<file path="config.mk">
export PLATFORM = sky130hd
export DESIGN_NAME = lcd_reg_reader
export DESIGN_NICKNAME = d
export VERILOG_FILES = /design/src/rtl/lcd_reg_reader.sv
export SDC_FILE = /design/constraint.sdc
export NUM_CORES = 1
export LEC_CHECK = 0
export CAP_MARGIN = 30
export CORE_UTILIZATION = 47
export DETAILED_ROUTE_END_ITERATION = 10
export DONT_BUFFER_PORTS = 1
export PLACE_DENSITY = 0.63
export SLEW_MARGIN = 40
export SYNTH_ARGS = -nofsm -noshare
export SYNTH_HDL_FRONTEND = slang
export SYNTH_SLANG_ARGS = --single-unit
</file>
<file path="constraint.sdc">
create_clock -name clk -period 3.38 [get_ports clk]
set_input_delay 0.507 -clock clk [delete_from_list [all_inputs] [get_ports clk]]
set_output_delay 0.507 -clock clk [all_outputs]
set_load 0.05 [all_outputs]
</file>
<file path="src/rtl/lcd_reg_reader.sv">
// lcd_reg_reader: issues one 8080-style command write (RS=0), then rd_len
// parallel-bus read cycles (RS=1, RD strobed), streaming each captured word
// out with a one-cycle rd_valid pulse. All outputs are registered.
// Optional build macro: LCD_RD_DUMMY_SKIP_EN. When defined, the first bus
// read after the command is a dummy read. It still runs with full timing,
// but it is neither reported nor captured.
// Phase counters are 8 bits wide, so each *_CYC parameter must be <= 256.
module lcd_reg_reader #(
    parameter int WR_LOW_CYC  = 2,
    parameter int WR_HIGH_CYC = 2,
    parameter int TURN_CYC    = 2,
    parameter int RD_LOW_CYC  = 4,
    parameter int RD_HIGH_CYC = 4,
    parameter int LEN_W       = 4
) (
    input  logic             clk,
    input  logic             rstn,
    input  logic             req,
    input  logic [15:0]      cmd,
    input  logic [LEN_W-1:0] rd_len,
    output logic             busy,
    output logic             done,
    output logic             rd_valid,
    output logic [15:0]      rd_data,
    output logic             LCD_CS,
    output logic             LCD_RS,
    output logic             LCD_WR,
    output logic             LCD_RD,
    output logic [15:0]      LCD_DATA_O,
    output logic             LCD_DATA_OE,
    input  logic [15:0]      LCD_DATA_I
);

    localparam int CYC_W = 8;

    localparam logic [CYC_W-1:0] WR_LOW_LAST  = CYC_W'(WR_LOW_CYC - 1);
    localparam logic [CYC_W-1:0] WR_HIGH_LAST = CYC_W'(WR_HIGH_CYC - 1);
    localparam logic [CYC_W-1:0] TURN_LAST    = CYC_W'(TURN_CYC - 1);
    localparam logic [CYC_W-1:0] RD_LOW_LAST  = CYC_W'(RD_LOW_CYC - 1);
    localparam logic [CYC_W-1:0] RD_HIGH_LAST = CYC_W'(RD_HIGH_CYC - 1);

    localparam logic [2:0] S_IDLE        = 3'd0;
    localparam logic [2:0] S_CMD_SETUP   = 3'd1;
    localparam logic [2:0] S_CMD_WR_LOW  = 3'd2;
    localparam logic [2:0] S_CMD_WR_HIGH = 3'd3;
    localparam logic [2:0] S_TURN        = 3'd4;
    localparam logic [2:0] S_RD_LOW      = 3'd5;
    localparam logic [2:0] S_RD_HIGH     = 3'd6;
    localparam logic [2:0] S_FINISH      = 3'd7;

    logic [2:0]       state_q, state_d;
    logic [CYC_W-1:0] cyc_q, cyc_d;
    logic [LEN_W-1:0] len_q, len_d;
    logic [LEN_W-1:0] rd_cnt_q, rd_cnt_d;
    logic [15:0]      cmd_q, cmd_d;
    logic             phase_last;
    logic             capture;
    logic             report;

    logic             cs_q, cs_d, rs_q, rs_d, wr_q, wr_d, rd_q, rd_d;
    logic             oe_q, oe_d, busy_q, busy_d, done_q, done_d;
    logic             rd_valid_q, rd_valid_d;
    logic [15:0]      dout_q, dout_d, rd_data_q, rd_data_d;

    // Flag the final cycle of the current timed phase
    always_comb begin
        phase_last = 1'b1;
        case (state_q)
            S_CMD_WR_LOW:  phase_last = (cyc_q == WR_LOW_LAST);
            S_CMD_WR_HIGH: phase_last = (cyc_q == WR_HIGH_LAST);
            S_TURN:        phase_last = (cyc_q == TURN_LAST);
            S_RD_LOW:      phase_last = (cyc_q == RD_LOW_LAST);
            S_RD_HIGH:     phase_last = (cyc_q == RD_HIGH_LAST);
            default:       phase_last = 1'b1;
        endcase
    end

    // Sequence the command write and read cycles; the read count is compared before it increments so it never wraps
    always_comb begin
        state_d  = state_q;
        cyc_d    = cyc_q + 1'b1;
        len_d    = len_q;
        cmd_d    = cmd_q;
        rd_cnt_d = rd_cnt_q;
        capture  = 1'b0;
        case (state_q)
            S_IDLE: begin
                cyc_d = '0;
                if (req) begin
                    state_d  = S_CMD_SETUP;
                    cmd_d    = cmd;
                    len_d    = rd_len;
                    rd_cnt_d = '0;
                end
            end
            S_CMD_SETUP: begin
                state_d = S_CMD_WR_LOW;
                cyc_d   = '0;
            end
            S_CMD_WR_LOW: begin
                if (phase_last) begin
                    state_d = S_CMD_WR_HIGH;
                    cyc_d   = '0;
                end
            end
            S_CMD_WR_HIGH: begin
                if (phase_last) begin
                    state_d = (len_q == '0) ? S_FINISH : S_TURN;
                    cyc_d   = '0;
                end
            end
            S_TURN: begin
                if (phase_last) begin
                    state_d = S_RD_LOW;
                    cyc_d   = '0;
                end
            end
            S_RD_LOW: begin
                if (phase_last) begin
                    state_d = S_RD_HIGH;
                    cyc_d   = '0;
                    capture = 1'b1;
                end
            end
            S_RD_HIGH: begin
                if (phase_last) begin
                    cyc_d = '0;
                    if (({1'b0, rd_cnt_q} + (LEN_W + 1)'(1)) < {1'b0, len_q}) begin
                        state_d  = S_RD_LOW;
                        rd_cnt_d = rd_cnt_q + 1'b1;
                    end else begin
                        state_d = S_FINISH;
                    end
                end
            end
            S_FINISH: begin
                state_d = S_IDLE;
                cyc_d   = '0;
            end
            default: begin
                state_d = S_IDLE;
                cyc_d   = '0;
            end
        endcase
    end

    // Decide whether a completed bus read is reported to the consumer
    always_comb begin
`ifdef LCD_RD_DUMMY_SKIP_EN
        report = capture && (rd_cnt_q != '0);
`else
        report = capture;
`endif
    end

    // Derive next bus/status outputs from the next state so every output is a flop aligned with its state
    always_comb begin
        cs_d       = 1'b1;
        rs_d       = 1'b1;
        wr_d       = 1'b1;
        rd_d       = 1'b1;
        oe_d       = 1'b0;
        dout_d     = '0;
        busy_d     = (state_d != S_IDLE);
        done_d     = (state_d == S_FINISH);
        rd_valid_d = report;
        rd_data_d  = report ? LCD_DATA_I : rd_data_q;
        case (state_d)
            S_CMD_SETUP, S_CMD_WR_HIGH: begin
                cs_d   = 1'b0;
                rs_d   = 1'b0;
                oe_d   = 1'b1;
                dout_d = cmd_d;
            end
            S_CMD_WR_LOW: begin
                cs_d   = 1'b0;
                rs_d   = 1'b0;
                wr_d   = 1'b0;
                oe_d   = 1'b1;
                dout_d = cmd_d;
            end
            S_TURN, S_RD_HIGH: begin
                cs_d = 1'b0;
            end
            S_RD_LOW: begin
                cs_d = 1'b0;
                rd_d = 1'b0;
            end
            default: begin
            end
        endcase
    end

    // State and output registers; reset releases CS and the bus at once
    always_ff @(posedge clk or negedge rstn) begin
        if (!rstn) begin
            state_q    <= S_IDLE;
            cyc_q      <= '0;
            len_q      <= '0;
            rd_cnt_q   <= '0;
            cmd_q      <= '0;
            cs_q       <= 1'b1;
            rs_q       <= 1'b1;
            wr_q       <= 1'b1;
            rd_q       <= 1'b1;
            oe_q       <= 1'b0;
            dout_q     <= '0;
            busy_q     <= 1'b0;
            done_q     <= 1'b0;
            rd_valid_q <= 1'b0;
            rd_data_q  <= '0;
        end else begin
            state_q    <= state_d;
            cyc_q      <= cyc_d;
            len_q      <= len_d;
            rd_cnt_q   <= rd_cnt_d;
            cmd_q      <= cmd_d;
            cs_q       <= cs_d;
            rs_q       <= rs_d;
            wr_q       <= wr_d;
            rd_q       <= rd_d;
            oe_q       <= oe_d;
            dout_q     <= dout_d;
            busy_q     <= busy_d;
            done_q     <= done_d;
            rd_valid_q <= rd_valid_d;
            rd_data_q  <= rd_data_d;
        end
    end

    assign LCD_CS      = cs_q;
    assign LCD_RS      = rs_q;
    assign LCD_WR      = wr_q;
    assign LCD_RD      = rd_q;
    assign LCD_DATA_OE = oe_q;
    assign LCD_DATA_O  = dout_q;
    assign busy        = busy_q;
    assign done        = done_q;
    assign rd_valid    = rd_valid_q;
    assign rd_data     = rd_data_q;

endmodule

</file>
* Word-level counts from Yosys, hierarchy flattened
Index checks and enable logic that the tools add are counted.
** Cells by class
- Add/subtract/negate cells :: 3
- Order comparisons :: 1
- Equal/unequal tests :: 19
- Muxes and demuxes :: 26
- Reductions and logical operators :: 12
** Operators by type and width (number)
- 16-bit two-way mux :: 3
- 3-bit == test, second input constant :: 8
- 3-bit case mux with 8 select lines :: 1
- 3-bit two-way mux :: 6
- 8-bit case mux with 2 select lines :: 1
- 3-bit by 2-bit == test with 1-bit output, second input constant :: 4
- 4-bit two-way mux :: 3
- 3-bit OR reduction :: 3
- 8-bit by 1-bit adder with 8-bit output, second input constant :: 1
- 8-bit by 1-bit == test with 1-bit output, second input constant :: 1
- 8-bit by 2-bit == test with 1-bit output, second input constant :: 1
- 8-bit two-way mux :: 1
- 4-bit case mux with 2 select lines :: 1
- 1-bit two-way mux :: 7
- 3-bit by 1-bit == test with 1-bit output, second input constant :: 2
- 2-bit != test, second input constant :: 3
- 6-bit OR reduction :: 1
- 4-bit by 1-bit adder with 5-bit output, second input constant :: 1
- 5-bit by 4-bit less-than comparator with 1-bit output :: 1
- 5-bit OR reduction :: 1
- 4-bit by 1-bit adder with 4-bit output, second input constant :: 1
- 4-bit logical NOT :: 1
- 2-bit two-way mux :: 2
- 4-bit AND reduction :: 1
- 6 further kinds :: 6
** Storage, ports and cells
- Register bits after elaboration :: 75
- Output and inout port bits :: 40
- Word-level logic and storage cells :: 76

* Depth between registers and ports, before layout
Gate-level depths: netlist of the first run.
- Depth in word-level cells :: 8
- Mapped depth :: 9
- Gate-level depth less buffers :: 9

* Worst setup path before layout of the first run
OpenSTA, ideal clock, no wires.
- Path type :: register to register
- From :: register cyc_q[5]
- To :: register rd_data_q[10] (netlist: rd_data[10])
- Setup time :: 0.125 ns
- Arrival :: 2.278 ns
- Data required time :: 3.255 ns
- Setup slack :: 0.977 ns
- Cell stages (with the launch flop) :: 8
- Path buffers :: 2
- Path through :: dfrtp_1 -> or4b_4 -> nor4_4 -> nand3_2 -> or4_1 -> buf_2 -> buf_2 -> mux2_2
** On the way
- Longest elaborated chain between the ends :: 4
- Elaborated cells on any way between the ends :: 5
- Those cells by class :: 2 x eq/ne; 3 x mux
** Ends and longest elaborated chain
- from (decl) :: line 52 : logic [CYC_W-1:0] cyc_q, cyc_d;
- from (signal assigned) :: line 214 : cyc_q <= cyc_d;
- 8-bit by 2-bit == test with 1-bit output or 8-bit by 1-bit == test with 1-bit output (tied branches)
- 1-bit case mux with 2 select lines * :: line 68 : case (state_q)
- 1-bit two-way mux * :: line 119 : if (phase_last) begin
- 1-bit two-way mux * :: line 86 : case (state_q)
- to (signal assigned) :: line 227 : rd_data_q <= rd_data_d;
- to (decl) :: line 63 : logic [15:0] dout_q, dout_d, rd_data_q, rd_data_d;
Mark *: on every way between the ends. The rest lies on a longest branch, timed or not.
A chain may end at the register's enable or synchronous reset.

* Final worst setup path of the first run
- From :: register cyc_q[5]
- To :: register rd_data_q[12] (netlist: rd_data[12])
The elaborated chain is that of the path after synthesis.

==> results_dict.tcl, run 1 <==
set metrics [dict create \
    status "finished, final reports clean" \
    io_pins 79 \
    relSlewSlack_pct 53.2 \
    viasPerCell 5.48 \
    drive_above_1_share_pct 25.9 \
    seqCellArea_mm2 0.00188 \
    hold_path.class "in2async" \
    slowest_delay_ns 0.78 \
    cap_violations 0 \
    post_cts_resized 0 \
    nFillCells 542 \
    die_w_um 83.1 \
    wl_mm 5.55 \
    core_mm2 0.00635 \
    fp.dieH_um 83.1 \
    period_needed_ns 2.68 \
    overflow 0 \
    max_freq_ghz 0.373 \
    portBuffers 0 \
    required_ns 3.60 \
    end_kind "flip-flop" \
    postCtsSetupBuffers 0 \
    fin_nets 299 \
    track_usage_pct 17.5 \
    worstPathArrival_ns 2.90 \
    cts_root_buf "clkbuf_8" \
    antenna_found_initial 0 \
    clock_sinks 75 \
    grt_max_degree 72 \
    avgRoutedWirePerCell_um 16.5 \
    grt_pass1_wl_mm 9.34 \
    multiInputGateArea_mm2 0.00112 \
    drt_iter0_markers 39 \
    synth_area_per_cell_um2 12.4 \
    cp_max_fo 17 \
    cp_cell_sequence "or4b_4, nor4_4, nand3_2, or4_1, mux2_2" \
    dp_hpwl_mm 3.58 \
    cts_buffers 9 \
    cts_tree "yes" \
    grt_pass1_vias 1872 \
    dieArea_mm2 0.00691 \
    clkTransAtPathRegs_ns 0.07 \
    setup_ws_ns 0.698 \
    worstMarginPinSlew_ns 0.703 \
    ys_types 37 \
    hold_viol 0 \
    cp-start-kind "flip-flop" \
    diodes 0 \
    first_pass_iters 4 \
    syn_inst 249 \
    setup_viol 0 \
    rsz0062_at_grt "false" \
    ant_nets 0 \
    vias 1842 \
    design_area_mm2 0.00339 \
    drc 0 \
    post-place-ws_ns 0.690 \
    start_util_pct 48.7 \
    crit_slowest_cell "or4_1" \
    place.gp.congestion 0.853 \
    ys_seq_area_share_pct 60.9 \
    ctsHoldBuffers 2 \
    worst_skew_pair.late_latency_ns 0.34 \
    drv_slew 0 \
    skew_ns 0.00797 \
    ys_warn_count 0 \
    path_class "reg2reg" \
    synth-seq-cells 75 \
    rows 29 \
    cts_buffer_depth 2 \
    placedInstanceArea_mm2 0.00318 \
    syn_to_final_growth_pct 9.51 \
    fin_tns_setup_ns 0 \
    post-route-period-util_pct 79.3 \
    syn_area_mm2 0.00309 \
    cts-htree-levels 3 \
    dp.cells 319 \
    synth_fp_nets 293 \
    instances_no_fill 336 \
]
[path summary, 6_finish.rpt]
check,from,endpoint,slack (ns),cells past startpoint
worst max register to register,cyc_q[5],rd_data[12],0.70,5
worst min-delay path,rstn,cyc_q[0],0.03,1
worst max-delay path,cyc_q[5],rd_data[12],0.70,5
worst min register to register,cmd_q[0],cmd_q[0],0.50,1
min in group clk,rd_len[3],len_q[3],0.29,2
max in group asynchronous,rstn,LCD_WR,2.62,1
[metal layers]
layer / part of all wire [%] / GRT usage (%) / vias up
li1: - / - / 871
met1: 44 / 22.4 / 903
met2: 46 / 25.1 / 57
met3: 7.1 / 7.26 / 11
met4: 2.5 / 9.72 / 0
met5: 0 / 0 / -
[synth_stat cells]
cell type | instances | area [um2]
xor2_1 | 6 | 52.6
a211oi_2 | 1 | 12.5
o211ai_1 | 1 | 7.51
a21oi_1 | 17 | 85.1
nor2_1 | 10 | 37.5
nand2_1 | 26 | 97.6
inv_2 | 1 | 3.75
nor2_2 | 1 | 6.26
and3_1 | 4 | 25.0
a2111oi_0 | 1 | 8.76
nand3_2 | 1 | 10.0
or4_1 | 2 | 15.0
o22ai_1 | 1 | 6.26
ha_1 | 5 | 62.6
a311o_1 | 1 | 10.0
buf_2 | 7 | 35.0
a21o_1 | 1 | 7.51
inv_1 | 10 | 37.5
a31oi_1 | 1 | 6.26
a211oi_1 | 3 | 22.5
xnor2_1 | 3 | 26.3
nor2b_1 | 2 | 12.5
or3_1 | 2 | 12.5
clkbuf_1 | 5 | 18.8
nor4_4 | 1 | 21.3
dfstp_2 | 4 | 105
o21a_1 | 2 | 15.0
mux2_2 | 36 | 405
mux2_1 | 1 | 11.3
mux2i_1 | 1 | 10.0
o21ai_0 | 7 | 35.0
nor3_1 | 2 | 10.0
dfrtp_1 | 71 | 1780
nand3_1 | 9 | 45.0
or4b_4 | 1 | 13.8
nor4b_2 | 1 | 15.0
a41oi_1 | 1 | 8.76
[worst max-delay path: cells and delay by family (launching register included)]
family	cells	cell delay (ns)
DFF	1	0.43
and+or+nand+nor	4	1.73
muxes	1	0.40
[per-stage QoR]
step | util, % | hold WS (ns)
after global routing | 53.3 | 0.0605
after detailed placement | 50.1 | 0.215
final | 53.3 | 0.0341
after floorplan | - | 0.211
after CTS | 53.3 | 0.0517
after global placement | 50.1 | 0.215
[state kept, by name, indices dropped and copies added (netlist names), 3 cells and up]
signal	flops
cyc_q	8
state_q	3
len_q	4
rd_data	16
LCD_DATA_O	16
cmd_q	16
rd_cnt_q	4
[layout make-up]
type | instances | area share, %
Clock buffer | 11 | 4.18
Clock inverter | 4 | 0.776
Inverter | 11 | 1.22
Multi-Input combinational cell | 151 | 33.2
Sequential cell | 75 | 55.6
Tap cell | 77 | 2.85
Timing Repair Buffer | 7 | 2.22
[layout by cell type, fill, tap and decap left out, types with 5 or more instances in the layout]
cell type  instances
ha_1               5
nand2_1           26
inv_1             10
xor2_1             6
clkbuf_8          10
nand3_1            9
dfrtp_1           71
a21oi_1           17
o21ai_0            7
nor2_1            10
buf_4              5
mux2_2            36
[kinds of logic (layout without fill, tap and decap cells)]
family          count (synthesis)  in the layout  synth area share [%]
compound gates                 37             37                  7.28
xor+xnor                        9              9                  2.55
fa+ha+maj                       5              5                  2.02
buf+inv                        23             33                  3.08
flops                          75             75                  60.9
mux                            38             38                  13.8
simple gates                   62             62                  10.4
Power of run 1 is not shown: default switching activity piles up to over one toggle a cycle in this logic, so the estimate is an artifact.
==> run 2, diff against run 1 <==
ABC_AREA = 1   (was not set)
clock period = 2.5 ns   (was 3.38 ns; I/O delays follow)
==> results_dict.tcl, run 2 <==
set metrics [dict create \
    grt_pass1_wl_mm 9.69 \
    overflow 0 \
    cts_root_buf "clkbuf_8" \
    path_buf_inv 1 \
    first_pass_iters 7 \
    setup_ws_ns 0.195 \
    place.gp.congestion 0.780 \
    rsz0062_at_grt "false" \
    max_freq_ghz 0.434 \
    required_ns 2.73 \
    cts-htree-levels 3 \
    cts_buffers 9 \
    synth_area_leader_cell "dfrtp_1" \
    layout_common_cells "nand2_1, dfrtp_1, inv_1, nor2_1, o21ai_0" \
    cts_buffer_depth 2 \
    hold_path.class "in2reg" \
    grt_max_degree 76 \
    end_kind "flip-flop" \
    drt_iter0_markers 112 \
    clkTransAtPathRegs_ns 0.09 \
    fin_nets 396 \
    core_mm2 0.00642 \
    worstMarginPinSlew_ns 0.487 \
    skew_ns 0.0104 \
    ant_nets 0 \
    start_util_pct 49.1 \
    syn_to_final_growth_pct 10.7 \
    violations "DRC" \
    clock_sinks 75 \
    cp-start-kind "flip-flop" \
    drv_slew 0 \
    worst_skew_pair.late_latency_ns 0.35 \
    vias 2139 \
    portBuffers 0 \
    relSlewSlack_pct 67.2 \
    crit_slowest_cell "dfrtp_1" \
    instances_no_fill 434 \
    viasPerCell 4.93 \
    drive_above_1_share_pct 12.6 \
    synth_area_per_cell_um2 9.16 \
    cap_violations 0 \
    cts_tree "yes" \
    period_needed_ns 2.31 \
    layout_commonest_cell "nand2_1" \
    io_pins 79 \
    p_per_area_mw_per_mm2 675 \
    dp_hpwl_mm 3.88 \
    status "finished with violations" \
    cp_max_fo 18 \
    cp_top_family "adder cells" \
    cp_common_cell "nor2_1" \
    syn_inst 344 \
    track_usage_pct 17.9 \
    hold_viol 0 \
    yosys-top-cells-area "dfrtp_1, nand2_1, inv_1" \
    power_leakage_nw 1.80 \
    yosysTopAreaCellShare_pct 56.4 \
    path_class "reg2reg" \
    ys_warn_count 0 \
    antenna_found_initial 0 \
    slowest_delay_ns 0.42 \
    cp_cell_sequence "ha_1, xor2_1, ha_1, a21oi_1, o21ai_0, nor2_1, nor2_1, nor2_1, nand2_2, o21bai_4, buf_12, nor2_1" \
    synth_edf_count 0 \
    ys_seq_area_share_pct 59.7 \
    synth_fp_nets 388 \
    fin_tns_setup_ns 0 \
    diodes 0 \
    post-place-ws_ns 0.232 \
    avgRoutedWirePerCell_um 13.2 \
    post_cts_resized 0 \
    wl_mm 5.73 \
    drc 2 \
    die_w_um 83.9 \
    nFillCells 590 \
    syn_area_mm2 0.00315 \
    dieArea_mm2 0.00704 \
    async_flop_share_pct 100 \
    synth.most_common_cell "nand2_1" \
    dp.cells 416 \
    ys_types 31 \
    setup_viol 0 \
    rows 29 \
    synthFlopType "dfrtp_1" \
    ir_worst_vdd_mv 0.482 \
    grt_pass1_vias 2078 \
    worstPathArrival_ns 2.53 \
    post-route-period-util_pct 92.2 \
    synth-seq-cells 75 \
    synth_top_cells_by_count "nand2_1, dfrtp_1, inv_1" \
    fp.dieH_um 83.9 \
]
==> run 2: cell count changes after synthesis, sizes merged, moves of 4 or more <==
cell | previous run | this run
mux2 | 37 | 1
and3 | 4 | 0
inv | 11 | 57
nand3 | 10 | 18
a21oi | 17 | 8
nor2 | 11 | 36
a211oi | 4 | 0
o21ai | 7 | 23
nand2 | 26 | 97
==> run 2: cell families after synthesis <==
kind of cell | count (synthesis) | synth area share, %
buffers and inverters | 66 | 8.57
flip-flops | 75 | 59.7
AO/OA/AOI/OAI | 33 | 5.76
adder cells (fa/ha/maj) | 5 | 1.98
XOR/XNOR | 3 | 0.834
AND/OR/NAND/NOR | 161 | 22.8
multiplexers | 1 | 0.357
==> run 2: layout make-up <==
| class | count | area (um2) | area share [%] |
|---|---|---|---|
| Timing Repair Buffer | 5 | 72.6 | 2.08 |
| Tap cell | 77 | 96.3 | 2.76 |
| Sequential cell | 75 | 1880 | 53.9 |
| Inverter | 58 | 218 | 6.24 |
| Multi-Input combinational cell | 203 | 1000 | 28.6 |
| Clock buffer | 9 | 124 | 3.55 |
| Clock inverter | 7 | 97.6 | 2.80 |
==> run 2: final timing paths <==
path / depth (start not counted) / end / from / slack, ns
setup / recovery: 12 / LCD_DATA_O[3] / rd_cnt_q[0] / 0.19
hold / removal: 2 / rd_data[5] / LCD_DATA_I[5] / 0.13
setup reg to reg: 12 / LCD_DATA_O[3] / rd_cnt_q[0] / 0.19
hold reg to reg: 1 / cyc_q[0] / cyc_q[0] / 0.49
max in group asynchronous: 2 / LCD_CS / rstn / 1.59
min in group asynchronous: 2 / len_q[2] / rstn / 0.57
==> run 2: routing by layer <==
layer	part of all wire, %	wire length (um)	vias to the layer above	global-route usage [%]
met1	44	2500	1000	22.3
li1	-	-	1073	-
met3	5.8	334	9	5.44
met2	49	2780	57	28.4
met5	0	0	-	0
met4	1.9	111	0	8.93
==> run 2: report_power, final <==
group | leakage (nW) | switching [mW] | internal [mW]
clock | 0.106 | 0.465 | 0.567
sequential | 0.862 | 0.0570 | 1.22
combinational | 0.830 | 0.0294 | 0.0112
==> run 2: stage by stage <==
step / util (%) / hold slack [ns] / area [um2] / power (mW)
after detailed placement: 50.3 / 0.0828 / 3230 / 1.32
after floorplan: - / 0.0794 / 3150 / 1.31
after global placement: 50.3 / 0.0824 / 3230 / 1.32
final: 54.3 / 0.133 / 3490 / 2.35
after CTS: 54.3 / 0.119 / 3490 / 2.38
after global routing: 54.3 / 0.120 / 3490 / 2.44
==> run 2: timing repair <==
action / CTS / global route
hold buffers: 2 / 0
hold endpoints to repair: 75 / 0
setup buffers: 0 / 0
Power figures use the tool's default switching activity.
==> run 3, diff against run 2 <==
CORE_MARGIN = 2   (was not set)
==> results_dict.tcl, run 3 (synthesized netlist as in run 2, its figures left out) <==
set metrics [dict create \
    cts_buffer_depth 2 \
    power_frac_clock_pct 43.3 \
    wl_mm 5.85 \
    ant_nets 0 \
    io_pins 79 \
    worstMarginPinSlew_ns 0.489 \
    cap_violations 0 \
    post-route-period-util_pct 90.8 \
    relSlewSlack_pct 67.4 \
    fin_nets 397 \
    grt_pass1_vias 1972 \
    post-place-ws_ns 0.247 \
    start_util_pct 49.1 \
    reg2reg_slack_ns 0.23 \
    clkTransAtPathRegs_ns 0.08 \
    track_usage_pct 17.1 \
    switching_share_pct 22.1 \
    setup_viol 0 \
    max_freq_ghz 0.441 \
    core_mm2 0.00642 \
    nFillCells 567 \
    cts_buffers 9 \
    grt_max_degree 76 \
    dp_hpwl_mm 3.95 \
    fp.dieH_um 85.9 \
    postCtsSetupBuffers 0 \
    cp_max_fo 18 \
    cts-htree-levels 3 \
    cp-start-kind "flip-flop" \
    antenna_found_initial 0 \
    diodes 0 \
    die_w_um 85.9 \
    end_kind "flip-flop" \
    clock_sinks 75 \
    portBuffers 0 \
    fin_tns_setup_ns 0 \
    required_ns 2.72 \
    p_comb_share_pct 1.7 \
    period_needed_ns 2.27 \
    drc 0 \
    worstPathArrival_ns 2.49 \
    p_total_mw 2.33 \
    viasPerCell 4.82 \
    cts_tree "yes" \
    setup_ws_ns 0.230 \
    dieArea_mm2 0.00738 \
    hold_path.class "in2reg" \
    slowest_delay_ns 0.42 \
    power.internal_mw 1.82 \
    p_per_area_mw_per_mm2 668 \
    drive_above_1_share_pct 12.6 \
    syn_to_final_growth_pct 10.8 \
    overflow 0 \
    drt_iter0_markers 147 \
    place.gp.congestion 0.801 \
    drv_slew 0 \
    skew_ns 0.00858 \
    grt_pass1_wl_mm 9.70 \
    avgRoutedWirePerCell_um 13.5 \
    worst_skew_pair.late_latency_ns 0.34 \
    ir_worst_vdd_mv 0.458 \
    p_seq_share_pct 55.0 \
    layout_commonest_cell "nand2_1" \
    final_core_util_pct 54.4 \
    crit_slowest_cell "dfrtp_1" \
    holdWs_ns 0.138 \
    path_class "reg2reg" \
    power_leakage_nw 1.80 \
    cp_common_cell "nor2_1" \
    first_pass_iters 5 \
    layout_common_cells "nand2_1, dfrtp_1, inv_1, nor2_1, o21ai_0" \
    rsz0062_at_grt "false" \
    status "finished, final reports clean" \
    cts_root_buf "clkbuf_8" \
    rows 29 \
    cp_cell_sequence "ha_1, xor2_1, ha_1, a21oi_1, o21ai_0, nor2_1, nor2_1, nor2_1, nand2_2, o21bai_4, buf_12, nor2_1" \
    vias 2093 \
    hold_viol 0 \
    switching_power_uw 516 \
]
## run 3: repair_timing
item                                    CTS  global route
resized for setup                         0             0
endpoints found under the hold margin    75             0
hold buffers                              2             0
endpoints found under the setup margin    0             0
## run 3: final cells by class
| cell class | instances | area (um2) | area share (%) |
|---|---|---|---|
| clock buffer | 10 | 138 | 3.94 |
| multi-input combinational | 203 | 1000 | 28.6 |
| tap | 77 | 96.3 | 2.76 |
| sequential | 75 | 1880 | 53.9 |
| inverter | 58 | 218 | 6.24 |
| clock inverter | 5 | 77.6 | 2.22 |
| timing repair buffer | 6 | 80.1 | 2.29 |
## run 3: power groups by stage
stage	clock (mW)	sequential, mW	combinational, mW
after global placement	0	1.31	0.0110
final	1.01	1.28	0.0407
after CTS	1.03	1.28	0.0433
after detailed placement	0	1.31	0.0119
after floorplan	0	1.30	0.0102
after global routing	1.08	1.28	0.0484
## run 3: routing by layer
| layer | global-route usage, % | routed length, um | up-vias |
|---|---|---|---|
| met4 | 7.36 | 78 | 0 |
| li1 | - | - | 1066 |
| met2 | 25.2 | 2780 | 35 |
| met1 | 22.8 | 2650 | 986 |
| met3 | 6.06 | 334 | 6 |
| met5 | 0 | 0 | - |
## run 3: through the flow
stage          instances  instance area (um2)
6_report             434                 3490
5_1_grt              434                 3490
4_1_cts              434                 3490
3_5_place_dp         417                 3240
3_3_place_gp         417                 3240
2_1_floorplan        344                 3150
## run 3: worst paths after layout
kind / startpoint / endpoint / depth (start not counted)
worst max-delay path: rd_cnt_q[0] / LCD_DATA_O[0] / 12
worst min-delay path: LCD_DATA_I[6] / rd_data[6] / 2
worst max register to register: rd_cnt_q[0] / LCD_DATA_O[0] / 12
worst min register to register: cyc_q[0] / cyc_q[0] / 1
max in group asynchronous: rstn / LCD_RS / 2
min in group asynchronous: rstn / rd_data[6] / 2
## run 3: critical path: cells and delay by family, from the launching register on
family                   cells  cell delay [ns]
AO/OA/AOI/OAI                3             0.39
AND/OR/NAND/NOR              5             0.44
buffers and inverters        1             0.18
flip-flops                   1             0.42
adder cells (fa/ha/maj)      2             0.53
XOR/XNOR                     1             0.18
